<file path="src/rtl/formula_loader.sv">
// formula_loader: assembles a stream of narrow coefficient words into full
// clause records and writes them, one strobe per clause, into clause slots.
// Ports:
//   in_clk, in_reset (sync, active-low)      clock and reset
//   in_start, in_num_clauses                 begin a formula of N clauses
//   in_word, in_word_valid / out_word_ready  coefficient stream handshake
//   out_clause_index, out_clause_coefficients_integer/_boolean,
//   out_write_enable                         clause register write port
//   out_checker_enable                       per-slot "clause loaded" mask
//   out_busy, out_done                       load status
module formula_loader #(
  parameter int unsigned MAXIMUM_BIT_WIDTH_OF_INTEGER_COEFFICIENT    = 4,
  parameter int unsigned MAXIMUM_BIT_WIDTH_OF_BOOLEAN_COEFFICIENT    = 2,
  parameter int unsigned MAXIMUM_BIT_WIDTH_OF_INTEGER_VARIABLE_INDEX = 1,
  parameter int unsigned MAXIMUM_BIT_WIDTH_OF_BOOLEAN_VARIABLE_INDEX = 1,
  parameter int unsigned MAXIMUM_BIT_WIDTH_OF_CLAUSES_INDEX          = 3,
  parameter int unsigned IN_WORD_WIDTH                               = 4,
  localparam int unsigned CI    = MAXIMUM_BIT_WIDTH_OF_CLAUSES_INDEX,
  localparam int unsigned NC    = 2 ** CI,
  localparam int unsigned NI    = 2 ** MAXIMUM_BIT_WIDTH_OF_INTEGER_VARIABLE_INDEX,
  localparam int unsigned NB    = 2 ** MAXIMUM_BIT_WIDTH_OF_BOOLEAN_VARIABLE_INDEX,
  localparam int unsigned INT_W = (NI + 1) * MAXIMUM_BIT_WIDTH_OF_INTEGER_COEFFICIENT,
  localparam int unsigned BOOL_W = NB * MAXIMUM_BIT_WIDTH_OF_BOOLEAN_COEFFICIENT
) (
  input  logic                     in_clk,
  input  logic                     in_reset,
  input  logic                     in_start,
  input  logic [CI:0]              in_num_clauses,
  input  logic [IN_WORD_WIDTH-1:0] in_word,
  input  logic                     in_word_valid,
  output logic                     out_word_ready,
  output logic [CI-1:0]            out_clause_index,
  output logic [INT_W-1:0]         out_clause_coefficients_integer,
  output logic [BOOL_W-1:0]        out_clause_coefficients_boolean,
  output logic                     out_write_enable,
  output logic [NC-1:0]            out_checker_enable,
  output logic                     out_busy,
  output logic                     out_done
);

  localparam int unsigned IW    = IN_WORD_WIDTH;
  localparam int unsigned R     = INT_W + BOOL_W;
  localparam int unsigned WPC   = (R + IW - 1) / IW;
  localparam int unsigned ASM_W = WPC * IW;
  localparam int unsigned WC_W  = (WPC > 1) ? $clog2(WPC) : 1;
  localparam logic [CI:0]   NC_V       = (CI + 1)'(NC);
  localparam logic [WC_W-1:0] LAST_WORD = WC_W'(WPC - 1);

  typedef enum logic [1:0] {IDLE, LOAD, WRITE, DONE} state_t;

  state_t               state_q, state_d;
  logic [CI:0]          n_q, n_d, n_clamp;
  logic [CI-1:0]        clause_cnt_q, clause_cnt_d;
  logic [WC_W-1:0]      word_cnt_q, word_cnt_d;
  logic [ASM_W-1:0]     asm_q, asm_d;
  logic [NC-1:0]        ce_q, ce_d;
  logic [CI-1:0]        idx_q, idx_d;
  logic [INT_W-1:0]     int_q, int_d;
  logic [BOOL_W-1:0]    bool_q, bool_d;
  logic                 ready_q, we_q, busy_q, done_q;

  // Next-state, datapath and counter update
  always_comb begin
    state_d      = state_q;
    n_d          = n_q;
    clause_cnt_d = clause_cnt_q;
    word_cnt_d   = word_cnt_q;
    asm_d        = asm_q;
    ce_d         = ce_q;
    idx_d        = idx_q;
    int_d        = int_q;
    bool_d       = bool_q;
    n_clamp      = (in_num_clauses > NC_V) ? NC_V : in_num_clauses;
    unique case (state_q)
      IDLE, DONE: begin
        if (in_start) begin
          n_d          = n_clamp;
          clause_cnt_d = '0;
          word_cnt_d   = '0;
          asm_d        = '0;
          ce_d         = '0;
          state_d      = (n_clamp == '0) ? DONE : LOAD;
        end
      end
      LOAD: begin
        // ready is high for the whole LOAD state, so valid alone accepts
        if (in_word_valid) begin
          asm_d[int'(word_cnt_q) * IW +: IW] = in_word;
          if (word_cnt_q == LAST_WORD) begin
            // capture the completed clause into the held output registers
            state_d = WRITE;
            idx_d   = clause_cnt_q;
            int_d   = asm_d[INT_W-1:0];
            bool_d  = asm_d[R-1:INT_W];
          end else begin
            word_cnt_d = word_cnt_q + 1'b1;
          end
        end
      end
      WRITE: begin
        ce_d[clause_cnt_q] = 1'b1;
        if ({1'b0, clause_cnt_q} == n_q - 1'b1) begin
          state_d = DONE;
        end else begin
          clause_cnt_d = clause_cnt_q + 1'b1;
          word_cnt_d   = '0;
          state_d      = LOAD;
        end
      end
      default: state_d = IDLE;
    endcase
  end

  // State and output registers; status outputs decode the next state
  always_ff @(posedge in_clk) begin
    if (!in_reset) begin
      state_q      <= IDLE;
      n_q          <= '0;
      clause_cnt_q <= '0;
      word_cnt_q   <= '0;
      asm_q        <= '0;
      ce_q         <= '0;
      idx_q        <= '0;
      int_q        <= '0;
      bool_q       <= '0;
      ready_q      <= 1'b0;
      we_q         <= 1'b0;
      busy_q       <= 1'b0;
      done_q       <= 1'b0;
    end else begin
      state_q      <= state_d;
      n_q          <= n_d;
      clause_cnt_q <= clause_cnt_d;
      word_cnt_q   <= word_cnt_d;
      asm_q        <= asm_d;
      ce_q         <= ce_d;
      idx_q        <= idx_d;
      int_q        <= int_d;
      bool_q       <= bool_d;
      ready_q      <= (state_d == LOAD);
      we_q         <= (state_d == WRITE);
      busy_q       <= (state_d == LOAD) || (state_d == WRITE);
      done_q       <= (state_d == DONE);
    end
  end

  assign out_word_ready                  = ready_q;
  assign out_clause_index                = idx_q;
  assign out_clause_coefficients_integer = int_q;
  assign out_clause_coefficients_boolean = bool_q;
  assign out_write_enable                = we_q;
  assign out_checker_enable              = ce_q;
  assign out_busy                        = busy_q;
  assign out_done                        = done_q;

endmodule

</file>
<file path="config.mk">
export PLATFORM = sky130hd
export DESIGN_NAME = formula_loader
export DESIGN_NICKNAME = d
export VERILOG_FILES = /design/src/rtl/formula_loader.sv
export SDC_FILE = /design/constraint.sdc
export NUM_CORES = 1
export LEC_CHECK = 0
export CAP_MARGIN = 20
export CORE_ASPECT_RATIO = 0.6
export CORE_MARGIN = 2
export CORE_UTILIZATION = 40
export CTS_CLUSTER_DIAMETER = 60
export CTS_CLUSTER_SIZE = 12
export DETAILED_ROUTE_END_ITERATION = 8
export PLACE_DENSITY = 0.72
export SLEW_MARGIN = 10
export SYNTH_ARGS = -nofsm -noshare
export SYNTH_HDL_FRONTEND = slang
export SYNTH_SLANG_ARGS = --single-unit
</file>
<file path="constraint.sdc">
create_clock -name in_clk -period 1.9 [get_ports in_clk]
set_input_delay 0.19 -clock in_clk [delete_from_list [all_inputs] [get_ports in_clk]]
set_output_delay 0.19 -clock in_clk [all_outputs]
set_load 0.01 [all_outputs]
</file>
# Yosys cells after proc, flatten, opt, wreduce, memory -nomap -nowiden
# Cells that the tools add are included.
[totals] input_bits=12 latch_bits=0 out_inout_bits=31 n_memories=0 regBits=58 ram_bits=0 wordCells=71 romBits=0
[op_classes] eq_ne=12 bitwise=1 reduce_logical=13 n_addsub=4 multipliers=0 shift=2 n_div=0 order_cmp=3 mux=23
[op_table] cell="$neg 4->34" count=1
[op_table] cell="$shift 4x34->16 const A" count=1
[op_table] cell="$shiftx 4x34->16" count=1
[op_table] cell="$mux 16" count=2
[op_table] cell="$pmux 16 s2" count=1
[op_table] cell="$mux 2" count=9
[op_table] cell="$bwmux 16" count=1
[op_table] cell="$pmux 8 s2" count=1
[op_table] cell="$pmux 2 s3" count=2
[op_table] cell="$eq 2x2->1 const B" count=5
[op_table] cell="$reduce_and 3->1" count=3
[op_table] cell="$mux 8" count=1
[op_table] cell="$ne 2x2->1 const B" count=4
[op_table] cell="$or 8x8->8" count=1
[op_table] cell="$mux 3" count=2
[op_table] cell="$pmux 3 s2" count=1
[op_table] cell="$eq 2x1->1 const B" count=2
[op_table] cell="$eq 3x4->1" count=1
[op_table] cell="$gt 4x4->1 const B" count=1
[op_table] cell="$logic_not 4->1" count=1
[op_table] cell="$lt 3x4->1 const B" count=1
[op_table] cell="$mux 4" count=1
[op_table] cell="$reduce_and 2->1" count=2
[op_table] cell="$reduce_and 4->1" count=1
[op_table] cell="other kinds (11)" count=12

# Depth between registers and ports, before layout
# Gate-level depths: netlist (run 1).
[logic_depth] depth_word=8 ltp_mapped=8 mapped_depth_nobuf=8

# Least setup slack after synthesis (run 1)
# Ideal clock, no wire load.
[synth_path] kind="register to register" from="register n_q[0]" to="register done_q, in the netlist out_done" path_buffers=0 setup_ns=0.115 arrival_ns=1.704 period_less_slack_ns=1.819 path_slack_ns=0.081 t_required_ns=1.785 stages_incl_launch_ff=9 cell_sequence="dfxtp_1 > inv_1 > ha_1 > xor2_1 > nand4_2 > nor2_1 > o31a_1 > ha_1 > and2_1"
[synth_between] elab_chain_cells=5
[synth_lines] item="from (decl)" line="52" text="logic [CI:0] n_q, n_d, n_clamp;"
[synth_lines] item="from (signal assigned)" line="132" text="n_q <= n_d;"
[synth_lines] item="$sub 4x1->4" line="102" text="if ({1'b0, clause_cnt_q} == n_q - 1'b1) begin"
[synth_lines] item="$eq 3x4->1" line="102"
[synth_lines] item="$mux 2" line="102"
[synth_lines] item="$pmux 2 s3" line="74" text="unique case (state_q)"
[synth_lines] item="via state_d[1]" line="51" text="state_t state_q, state_d;"
[synth_lines] item="$eq 2x2->1" line="143" text="done_q <= (state_d == DONE);"
[synth_lines] item="to (signal assigned)" line="143"
[synth_lines] item="to (decl)" line="60" text="logic ready_q, we_q, busy_q, done_q;"
# The timed path passes the listed nets, and every way through them passes these cells.
# A chain may end at the register's enable or synchronous reset.

# Worst setup path in the final report (run 1)
[layout_path] from="register state_q[0]" to="register clause_cnt_q[2]"
[layout_between] elab_chain_cells=4 elab_cells_between_ends=9 classes_between="4 x eq/ne; 1 x mux; 4 x reduce/logical"
[layout_lines] item="from (decl)" line="51"
[layout_lines] item="from (signal assigned)" line="131" text="state_q <= state_d;"
[layout_lines] item="$eq 2x2->1 or $logic_not 2->1 (tied branches)" line="74"
[layout_lines] item="$reduce_or 2->1" line="74"
[layout_lines] item="$ne 2x2->1 (no source line) or $reduce_bool 2->1 (tied branches)"
[layout_lines] item="$reduce_and 3->1 (no source line)"
[layout_lines] item="to (signal assigned)" line="133" text="clause_cnt_q <= clause_cnt_d;"
[layout_lines] item="to (decl)" line="53" text="logic [CI-1:0] clause_cnt_q, clause_cnt_d;"
# Several ways; a longest one is shown, not always the timed one.

==> results of run 1 <==
worst min-delay path, cell delays in order, from the launching register on:
cell and delay [ps]:
dfxtp_1 330, a31oi_1 40, nor2_1 70
layout make-up:
| cell class | count | area, sq um |
|---|---|---|
| tap | 87 | 108.9 |
| multi-input combinational | 219 | 1579 |
| fill | 583 | 2963 |
| inverter | 8 | 30.03 |
| clock inverter | 4 | 72.57 |
| sequential | 58 | 1165 |
| clock buffer | 12 | 266.5 |
| timing repair buffer | 58 | 578.1 |
how the worst max path moves through the flow:
stage,slack (ps),endpoint
floorplan,80,out_done
global placement,120,out_done
detailed placement,-20,out_write_enable
CTS,-5,clause_cnt_q[2]
global route,8,out_busy
finish,90,clause_cnt_q[2]
metrics by stage:
stage / setup TNS [ps] / worst slack, ps / util (%) / instances / hold slack (ps)
2_1_floorplan: 0 / 81.23 / - / 302 / 358.9
3_3_place_gp: 0 / 119.4 / 50.68 / 430 / 451.0
3_5_place_dp: -36.36 / -18.37 / 50.68 / 430 / 463.1
4_1_cts: -4.841 / -4.841 / 55.78 / 446 / 475.6
5_1_grt: 0 / 7.762 / 56.19 / 446 / 495.3
6_report: 0 / 92.32 / 56.19 / 446 / 473.1
cell usage after synthesis, types with 2 or more instances:
cell       count  area (sq um)
dfxtp_1       58          1161
nor2b_1       33         206.5
nand2_1       27         101.4
and2_1        22         137.6
a31oi_1       18         112.6
o211a_1       16         160.2
o2bb2ai_1     16         140.1
a21oi_1       13         65.06
ha_1          13         162.7
nor2_1        12         45.04
inv_1          8         30.03
buf_2          6         30.03
clkbuf_1       6         22.52
mux2i_1        6         60.06
nand3_1        5         25.02
nor3b_1        4         30.03
buf_1          3         11.26
nand2b_1       3         18.77
nand3b_1       2         15.01
o21ai_0        2         10.01
o311ai_0       2         17.52
o31a_1         2         17.52
xor2_1         2         17.52
power by group through the flow:
stage / logic (mW) / registers, mW / clock network (mW)
6_report: 1.54 / 1.42 / 1.80
5_1_grt: 1.69 / 1.43 / 1.88
4_1_cts: 1.49 / 1.40 / 1.83
3_5_place_dp: 1.45 / 1.43 / 0
3_3_place_gp: 1.41 / 1.42 / 0
2_1_floorplan: 0.877 / 1.44 / 0
layer usage:
layer | vias up | wire length [microns] | track usage, %
met2 | 57 | 2903 | 25.44
met4 | 0 | 102 | 7.182
met1 | 1146 | 3275 | 24.65
li1 | 1187 | - | -
met3 | 9 | 432 | 6.420
met5 | - | 0 | 0
cell families after synthesis:
group	after synthesis	synth area share, %
AO/OA/AOI/OAI	79	21.63
XOR/XNOR	5	2.305
adder cells (fa/ha/maj)	13	5.763
buffers and inverters	25	3.989
flip-flops	58	41.13
multiplexers	7	2.527
AND/OR/NAND/NOR	115	22.65
sequential cells by signal, indices dropped and copies added (netlist names), 2 cells and up:
name / flops
n_q: 4
out_clause_index: 3
state_q: 2
asm_q: 16
out_checker_enable: 8
out_clause_coefficients_boolean: 4
clause_cnt_q: 3
word_cnt_q: 2
out_clause_coefficients_integer: 12
==> out/metrics.yaml, run 1 <==
critPathBufInv: 1
insertion_delay_ps: 330
power_frac_seq_pct: 29.8
power_density_nw_per_um2: 1253
worstPathMaxFanout: 6
cp_top_family: "simple AND/OR/NAND/NOR gates"
setup_viol: 0
slowest_delay_ps: 370
place.gp.congestion: 0.8378
ys_seq_area_share_pct: 41.13
vias_per_cell: 5.379
clock_sinks: 58
cts_setup_buffers: 0
yosysWarnings: 0
fmax_mhz: 553.2
layout_commonest_cell: "dfxtp_1"
drtIter0Drc: 147
grt_overflow_total: 0
reg2reg_to: "clause_cnt_q[2]"
synthFlopType: "dfxtp_1"
place_area_sq_um: 3427
hold_start: "out_checker_enable[6]"
start_util_pct: 41.74
cp.required_ps: 2130
drt-total-wl_microns: 6713
hold_class: "reg2reg"
crit_path_end_kind: "register"
postLayoutCellArea_sq_um: 3800
hold_viol_final: 0
coreArea_sq_um: 6763
swShare_pct: 31.59
final_cell_mix: "dfxtp_1, clkdlybuf4s50_1, nor2b_1"
layout-drive-gt1-share_pct: 12.81
avgSynthCellArea_sq_um: 9.347
dieArea_sq_um: 7767
async_flop_share_pct: 0
slowest_stage: "or3b_1"
critPathLaunchType: "register"
first_global_vias: 2278
drc: 0
intPower_mw: 3.256
relSlewSlack_pct: 75.41
cts_buffer_depth: 2
syn-num-nets: 327
first_pass_iters: 4
leakage_nw: 1.618
status: "complete, no violations"
die_h_microns: 69.07
fin_crit_sh_pct: 95.14
port_buffers: 42
rrSetupSlack_ps: 90
path_cells: "inv_1 > ha_4 > mux2i_1 > or3_1 > or3b_1 > o311ai_1"
timing.rr.start: "state_q[0]"
fin_skew_ps: 6.124
min_period_ps: 1808
hold_buffers: 0
comb_power_share_pct: 32.4
cts-htree-levels: 3
ys_types: 46
rsz0062_at_grt: "false"
cp.depth: 6
routedWlPerCell_microns: 15.05
reg2reg_depth: 6
clk_pin_slew_worst_paths_ps: 50
dieWidth_microns: 112.5
report.final.slew_viol_count: 0
synthCells: 302
rows: 23
fin_nets: 379
grt_max_degree: 36
critPathLaunch: "state_q[0]"
cts_resized: 2
arrival_ps: 2040
yosys_register_bits: 58
synth-edff-count: 0
power_switching_mw: 1.504
cts_buffers: 9
vias: 2399
cts_root_buffer: "clkbuf_16"
maxCapViolations: 0
cts_tree: "built"
crit_type: "reg2reg"
syn_to_final_growth_pct: 34.62
dp_hpwl_microns: 4583
power.total_mw: 4.760
min_to: "out_checker_enable[6]"
clkPwrFrac_pct: 37.8
antenna_found_initial: 0
holdPathStages: 2
ant_nets: 0
grt_usage_pct: 17.90
synth_area_sq_um: 2823
grt_pass1_wl_microns: 11110
pin_count: 43
ir_worst_vdd_mv: 0.5673
num_antenna_cells: 0
worst_pin_slew_ps: 368.1
Note: power is estimated with default switching activity, not from simulation.
==> inputs of run 2 (changes only) <==
--- a/config.mk
+++ b/config.mk
@@ -13,6 +13,7 @@
 export CTS_CLUSTER_SIZE = 12
 export DETAILED_ROUTE_END_ITERATION = 8
 export PLACE_DENSITY = 0.72
+export REMOVE_ABC_BUFFERS = 1
 export SLEW_MARGIN = 10
 export SYNTH_ARGS = -nofsm -noshare
 export SYNTH_HDL_FRONTEND = slang
==> run 2 against run 1 <==
Worst hold slack gained 4.0 ps; cell count grew 0.67%; wire length fell by 1.1%; final area up 0.69%; power grew 0.84%; clock skew fell by 1.3 ps; sequential power about the same; register-to-register slack improved by 20 ps; setup slack improved by 18 ps; critical endpoint is now out_write_enable; core utilization rose by 0.39 points.
==> out/metrics.yaml, run 2 (synthesis results as in run 1) <==
status: "complete, no violations"
rows: 23  # unchanged
hold_class: "reg2reg"
drc: 0  # unchanged
grt_overflow_total: 0  # unchanged
first_pass_iters: 4  # unchanged
clkPwrFrac_pct: 38.6  # +0.8 points
setup_viol: 0  # unchanged
worst_pin_slew_ps: 368.0  # -0.09286 ps
antenna_found_initial: 0  # unchanged
reg2reg_to: "out_write_enable"
comb_power_share_pct: 32.4  # about the same
hold_start: "out_checker_enable[5]"
rsz0062_at_grt: "false"
final_cell_mix: "dfxtp_1, clkdlybuf4s50_1, nor2b_1"
intPower_mw: 3.286  # +0.92%
grtUsageMet2_pct: 23.29  # -2.1 points
arrival_ps: 2010  # -30 ps
die_h_microns: 69.07  # unchanged
critPathLaunchType: "register"
fillers: 607  # +4.1%
dieArea_sq_um: 7767  # unchanged
use_met1_pct: 26.14  # +1.5 points
cts-htree-levels: 3  # unchanged
holdPathStages: 2  # unchanged
routedWlPerCell_microns: 14.78  # -1.8%
dieWidth_microns: 112.5  # unchanged
clk_pin_slew_worst_paths_ps: 50  # about the same
grt_max_degree: 36  # unchanged
final_util_pct: 56.58  # +0.39 points
drt-total-wl_microns: 6637  # -1.1%
hold_viol_final: 0  # unchanged
report.final.slew_viol_count: 0  # unchanged
insertion_delay_ps: 330  # about the same
timing.rr.start: "n_q[1]"
fin_skew_ps: 4.873  # -1.251 ps
swShare_pct: 31.54  # -0.053 points
cts_buffers: 9  # unchanged
regMostFlops: "asm_q"
fin_nets: 382  # +0.79%
worstPathMaxFanout: 3  # -3
met3_usage_pct: 8.091  # +1.7 points
ant_nets: 0  # unchanged
vias_per_cell: 5.220  # -2.9%
grt_usage_pct: 17.80  # -0.10 points
reg2reg_depth: 8  # +2
min_period_ps: 1790  # -17.66 ps
relSlewSlack_pct: 75.41  # about the same
fin_crit_sh_pct: 94.21  # -0.93 points
drtIter0Drc: 133  # -9.5%
syn_to_final_growth_pct: 35.55
hold_buffers: 0  # unchanged
cts_setup_buffers: 0  # unchanged
pin_count: 43  # unchanged
cts_tree: "built"
first_global_vias: 2195  # -3.6%
power_switching_mw: 1.514  # +0.67%
maxCapViolations: 0  # unchanged
start_util_pct: 41.74  # unchanged
cts_root_buffer: "clkbuf_16"
fmax_mhz: 558.7  # +0.99%
num_antenna_cells: 0  # unchanged
cp.required_ps: 2120  # about the same
leakage_nw: 1.627  # +0.57%
power_density_nw_per_um2: 1255  # +0.15%
cts_buffer_depth: 2  # unchanged
crit_type: "reg2reg"
power_frac_seq_pct: 29.1  # -0.7 points
clock_sinks: 58  # unchanged
grt_pass1_wl_microns: 10850  # -2.3%
rrSetupSlack_ps: 110  # +20 ps
largest_reg_flops: 16  # unchanged
coreArea_sq_um: 6763  # unchanged
place.gp.congestion: 0.7748  # -7.5%
top_usage_layer: "met1"
crit_path_end_kind: "register"
dp_hpwl_microns: 4575  # -0.16%
min_to: "out_checker_enable[5]"
fin_tns_setup_ps: 0  # unchanged
layout_commonest_cell: "dfxtp_1"
ir_worst_vdd_mv: 0.7532  # +33%
layout-drive-gt1-share_pct: 12.43  # -0.38 points
vias: 2344  # -2.3%
port_buffers: 42  # unchanged
## run 2: cell types whose count changed in the layout (fill, tap and decap cells not counted), moves of 2 or more
cell / change
clkinvlp_4: +2
buf_4: +3
nor2b_1: +2
nor2b_2: -2
clkbuf_8: -3
## run 2: routing by layer
layer	part of all wire (%)	vias to the layer above
li1	-	1190
met1	53	1097
met2	39	51
met3	6.6	6
met4	1.2	0
met5	0	-
## run 2: power by group through the flow
stage / Combinational [mW] / Clock [mW] / Sequential [mW]
global route: 1.71 / 1.95 / 1.40
CTS: 1.50 / 1.89 / 1.39
global placement: 1.45 / 0 / 1.41
floorplan: 0.836 / 0 / 1.44
detailed placement: 1.49 / 0 / 1.41
finish: 1.55 / 1.85 / 1.40
## run 2: area by class of cell
class                           count  area [sq um]  share of cell area, %
Timing Repair Buffer               61         600.6                  15.70
Clock inverter                      7         117.6                  3.074
Multi-Input combinational cell    219          1580                  41.30
Sequential cell                    58          1164                  30.41
Inverter                            8         30.03                 0.7848
Clock buffer                        9         225.2                  5.886
Tap cell                           87         108.9                  2.845
## run 2: worst max-delay path by stage
stage               start             endpoint  slack (ps)  cells after the start
3_5_place_dp   state_q[0]     out_write_enable          30                      8
5_1_grt            n_q[1]       out_word_ready          10                      8
2_1_floorplan  state_q[1]  out_clause_index[0]          40                      5
6_report           n_q[1]     out_write_enable         110                      8
3_3_place_gp   state_q[0]      clause_cnt_q[2]          90                      6
4_1_cts        state_q[0]      clause_cnt_q[2]           5                      6
## run 2: what timing repair did
item / CTS / global route
endpoints found under the setup margin: 0 / 7
resized for setup: 0 / 8
hold endpoints to repair: 0 / 0
## run 2: worst max-delay path, cell delays in order, from the launching register on
cell,delay [ps]
dfxtp_2,360
inv_1,50
ha_1,280
xor2_1,160
nand4_2,140
nor2_4,60
o31a_1,300
ha_1,190
and2_1,150
## run 2: stage by stage
step	power [mW]	setup slack (ps)	instances	cell area [sq um]	hold slack, ps
floorplan	2.272	38.76	285	2740	311.7
detailed placement	2.900	28.42	433	3450	461.2
CTS	4.774	4.677	449	3792	476.9
global placement	2.860	93.17	433	3450	447.2
global route	5.066	10.99	449	3826	502.3
finish	4.800	110.0	449	3826	477.1
==> inputs of run 3 (changes only) <==
--- a/config.mk
+++ b/config.mk
@@ -12,7 +12,7 @@
 export CTS_CLUSTER_DIAMETER = 60
 export CTS_CLUSTER_SIZE = 12
 export DETAILED_ROUTE_END_ITERATION = 8
-export PLACE_DENSITY = 0.72
+export PLACE_DENSITY = 0.67
 export REMOVE_ABC_BUFFERS = 1
 export SLEW_MARGIN = 10
 export SYNTH_ARGS = -nofsm -noshare
==> constraint.sdc (replaced) <==
create_clock -name in_clk -period 1.9 [get_ports in_clk]
set_input_delay 0.285 -clock in_clk [delete_from_list [all_inputs] [get_ports in_clk]]
set_output_delay 0.285 -clock in_clk [all_outputs]
set_load 0.01 [all_outputs]
==> run 3 against run 2 <==
Cell count grew 0.67%; critical endpoint is now out_busy; critical path type unchanged; global-route usage is essentially flat; worst hold slack lost 8.8 ps; sequential cell count is the same.
==> out/metrics.yaml, run 3 (synthesis results as in run 1) <==
final_util_pct: 56.13  # -0.44 points
power_switching_mw: 1.461  # -3.5%
fin_skew_ps: 3.289  # -1.584 ps
cts_root_buffer: "clkbuf_16"
hold_start: "out_checker_enable[4]"
grt_pass1_wl_microns: 11000  # +1.3%
grt_overflow_total: 0  # unchanged
cts_buffers: 9  # unchanged
worst_pin_slew_ps: 410.3  # +42.28 ps
regMostFlops: "asm_q"
layout-drive-gt1-share_pct: 12.33  # -0.10 points
reg2reg_depth: 8  # unchanged
critPathLaunch: "n_q[0]"
num_antenna_cells: 0  # unchanged
fillers: 604  # -0.49%
grtUsageMet2_pct: 23.96  # +0.67 points
path_cells: "inv_1 > ha_1 > xor2_1 > nand4_2 > nor2_2 > o31ai_1 > ha_1 > nor2b_1"
pin_count: 43  # unchanged
critPathBufInv: 1  # unchanged
top_usage_layer: "met1"
dp_hpwl_microns: 4525  # -1.1%
fin_nets: 385  # +0.79%
power.total_mw: 4.551  # -5.2%
dieArea_sq_um: 7767  # unchanged
antenna_found_initial: 0  # unchanged
arrival_ps: 2030  # +20 ps
fmax_mhz: 566.0  # +1.3%
min_period_ps: 1767  # -23.32 ps
first_pass_iters: 4  # unchanged
routedWlPerCell_microns: 14.26  # -3.5%
cp.depth: 8  # unchanged
status: "complete, no violations"
vias_per_cell: 5.228  # +0.14%
leakage_nw: 1.631  # +0.24%
cts_buffer_depth: 2  # unchanged
syn_to_final_growth_pct: 34.49
place.gp.congestion: 0.7648  # -1.3%
drt-total-wl_microns: 6446  # -2.9%
setup_viol: 0  # unchanged
rows: 23  # unchanged
crit_type: "reg2reg"
cp.required_ps: 2160  # +40 ps
fin_crit_sh_pct: 92.98  # -1.2 points
drc: 0  # unchanged
die_h_microns: 69.07  # unchanged
cpMostUsedCell: "ha_1"
hold_class: "reg2reg"
cts_tree: "built"
clock_sinks: 58  # unchanged
insertion_delay_ps: 330  # about the same
grt_max_degree: 43  # +19%
coreArea_sq_um: 6763  # unchanged
timing.rr.start: "n_q[0]"
dieWidth_microns: 112.5  # unchanged
relSlewSlack_pct: 72.59  # -2.8 points
hold_viol_final: 0  # unchanged
use_met1_pct: 25.88  # -0.26 points
slowest_delay_ps: 340  # -20 ps
intPower_mw: 3.090  # -6.0%
largest_reg_flops: 16  # unchanged
clkPwrFrac_pct: 35.4  # -3.2 points
comb_power_share_pct: 34.0  # +1.6 points
cp_top_family: "adder cells"
power_frac_seq_pct: 30.6  # +1.5 points
maxCapViolations: 0  # unchanged
place_area_sq_um: 3472  # +0.65%
port_buffers: 42  # unchanged
first_global_vias: 2300  # +4.8%
cts-htree-levels: 3  # unchanged
postLayoutCellArea_sq_um: 3796  # -0.78%
clk_pin_slew_worst_paths_ps: 50  # about the same
hold_ws_ps: 468.3  # -8.835 ps
start_util_pct: 41.74  # unchanged
power_density_nw_per_um2: 1199  # -4.4%
worstPathMaxFanout: 3  # unchanged
ir_worst_vdd_mv: 0.6065  # -19%
rrSetupSlack_ps: 130  # +20 ps
crit_path_end_kind: "register"
layout_commonest_cell: "dfxtp_1"
rsz0062_at_grt: "true"
ant_nets: 0  # unchanged
grt_usage_pct: 17.75  # -0.047 points
critPathLaunchType: "register"
drtIter0Drc: 116  # -13%
swShare_pct: 32.10  # +0.57 points
slowest_stage: "dfxtp_2"
final_cell_mix: "dfxtp_1, clkdlybuf4s50_1, nor2b_1"
vias: 2363  # +0.81%
hold_buffers: 0  # unchanged
holdPathStages: 2  # unchanged
report.final.slew_viol_count: 0  # unchanged
met3_usage_pct: 5.629  # -2.5 points
[run 3: cell count changes in the layout (fill, tap and decap cells not counted), moves of 2 or more]
cell,previous run,this run
clkinvlp_4,3,0
clkbuf_8,0,2
buf_4,16,19
bufinv_16,3,1
clkbuf_1,0,3
[run 3: cell type report]
class	count	area [sq um]	share of cell area [%]
multi-input cells	219	1573	41.43
flip-flops and latches	58	1162	30.62
repair buffers	64	623.1	16.41
clock buffers	14	264.0	6.955
well taps	87	108.9	2.867
clock inverters	2	35.03	0.9229
inverters	8	30.03	0.7910
[run 3: final timing paths]
kind                      endpoint
max                       out_busy
min          out_checker_enable[4]
max reg2reg               out_busy
min reg2reg  out_checker_enable[4]
[run 3: timing repair]
item,CTS,global route
buffers inserted,0,0
gates resized for setup,0,6
setup endpoints to repair,0,14
[run 3: tightest hold or removal path, stage by stage (launching register included)]
cell and delay (ps):
dfxtp_1 320, a21oi_1 40, nor2_1 70
[run 3: metal layers]
metal	vias to the layer above	wire, microns	part of all wire (%)
met4	0	112	1.7
met5	-	0	0
met1	1118	3418	53
met3	12	274	4.3
met2	40	2641	41
li1	1193	-	-
[run 3: metrics by stage]
step / std cells / setup TNS (ps) / setup WS, ps
6_report: 452 / 0 / 133.3
5_1_grt: 452 / -40.85 / -30.22
3_3_place_gp: 436 / 0 / 40.03
3_5_place_dp: 436 / -46.31 / -33.38
4_1_cts: 452 / 0 / 5.743
2_1_floorplan: 285 / 0 / 38.76
[run 3: power by group through the flow]
| stage | logic (mW) | clock network (mW) | registers, mW |
|---|---|---|---|
| 6_report | 1.55 | 1.61 | 1.39 |
| 5_1_grt | 1.70 | 1.71 | 1.40 |
| 4_1_cts | 1.49 | 1.65 | 1.39 |
| 3_5_place_dp | 1.48 | 0 | 1.41 |
| 3_3_place_gp | 1.45 | 0 | 1.41 |
| 2_1_floorplan | 0.836 | 0 | 1.44 |
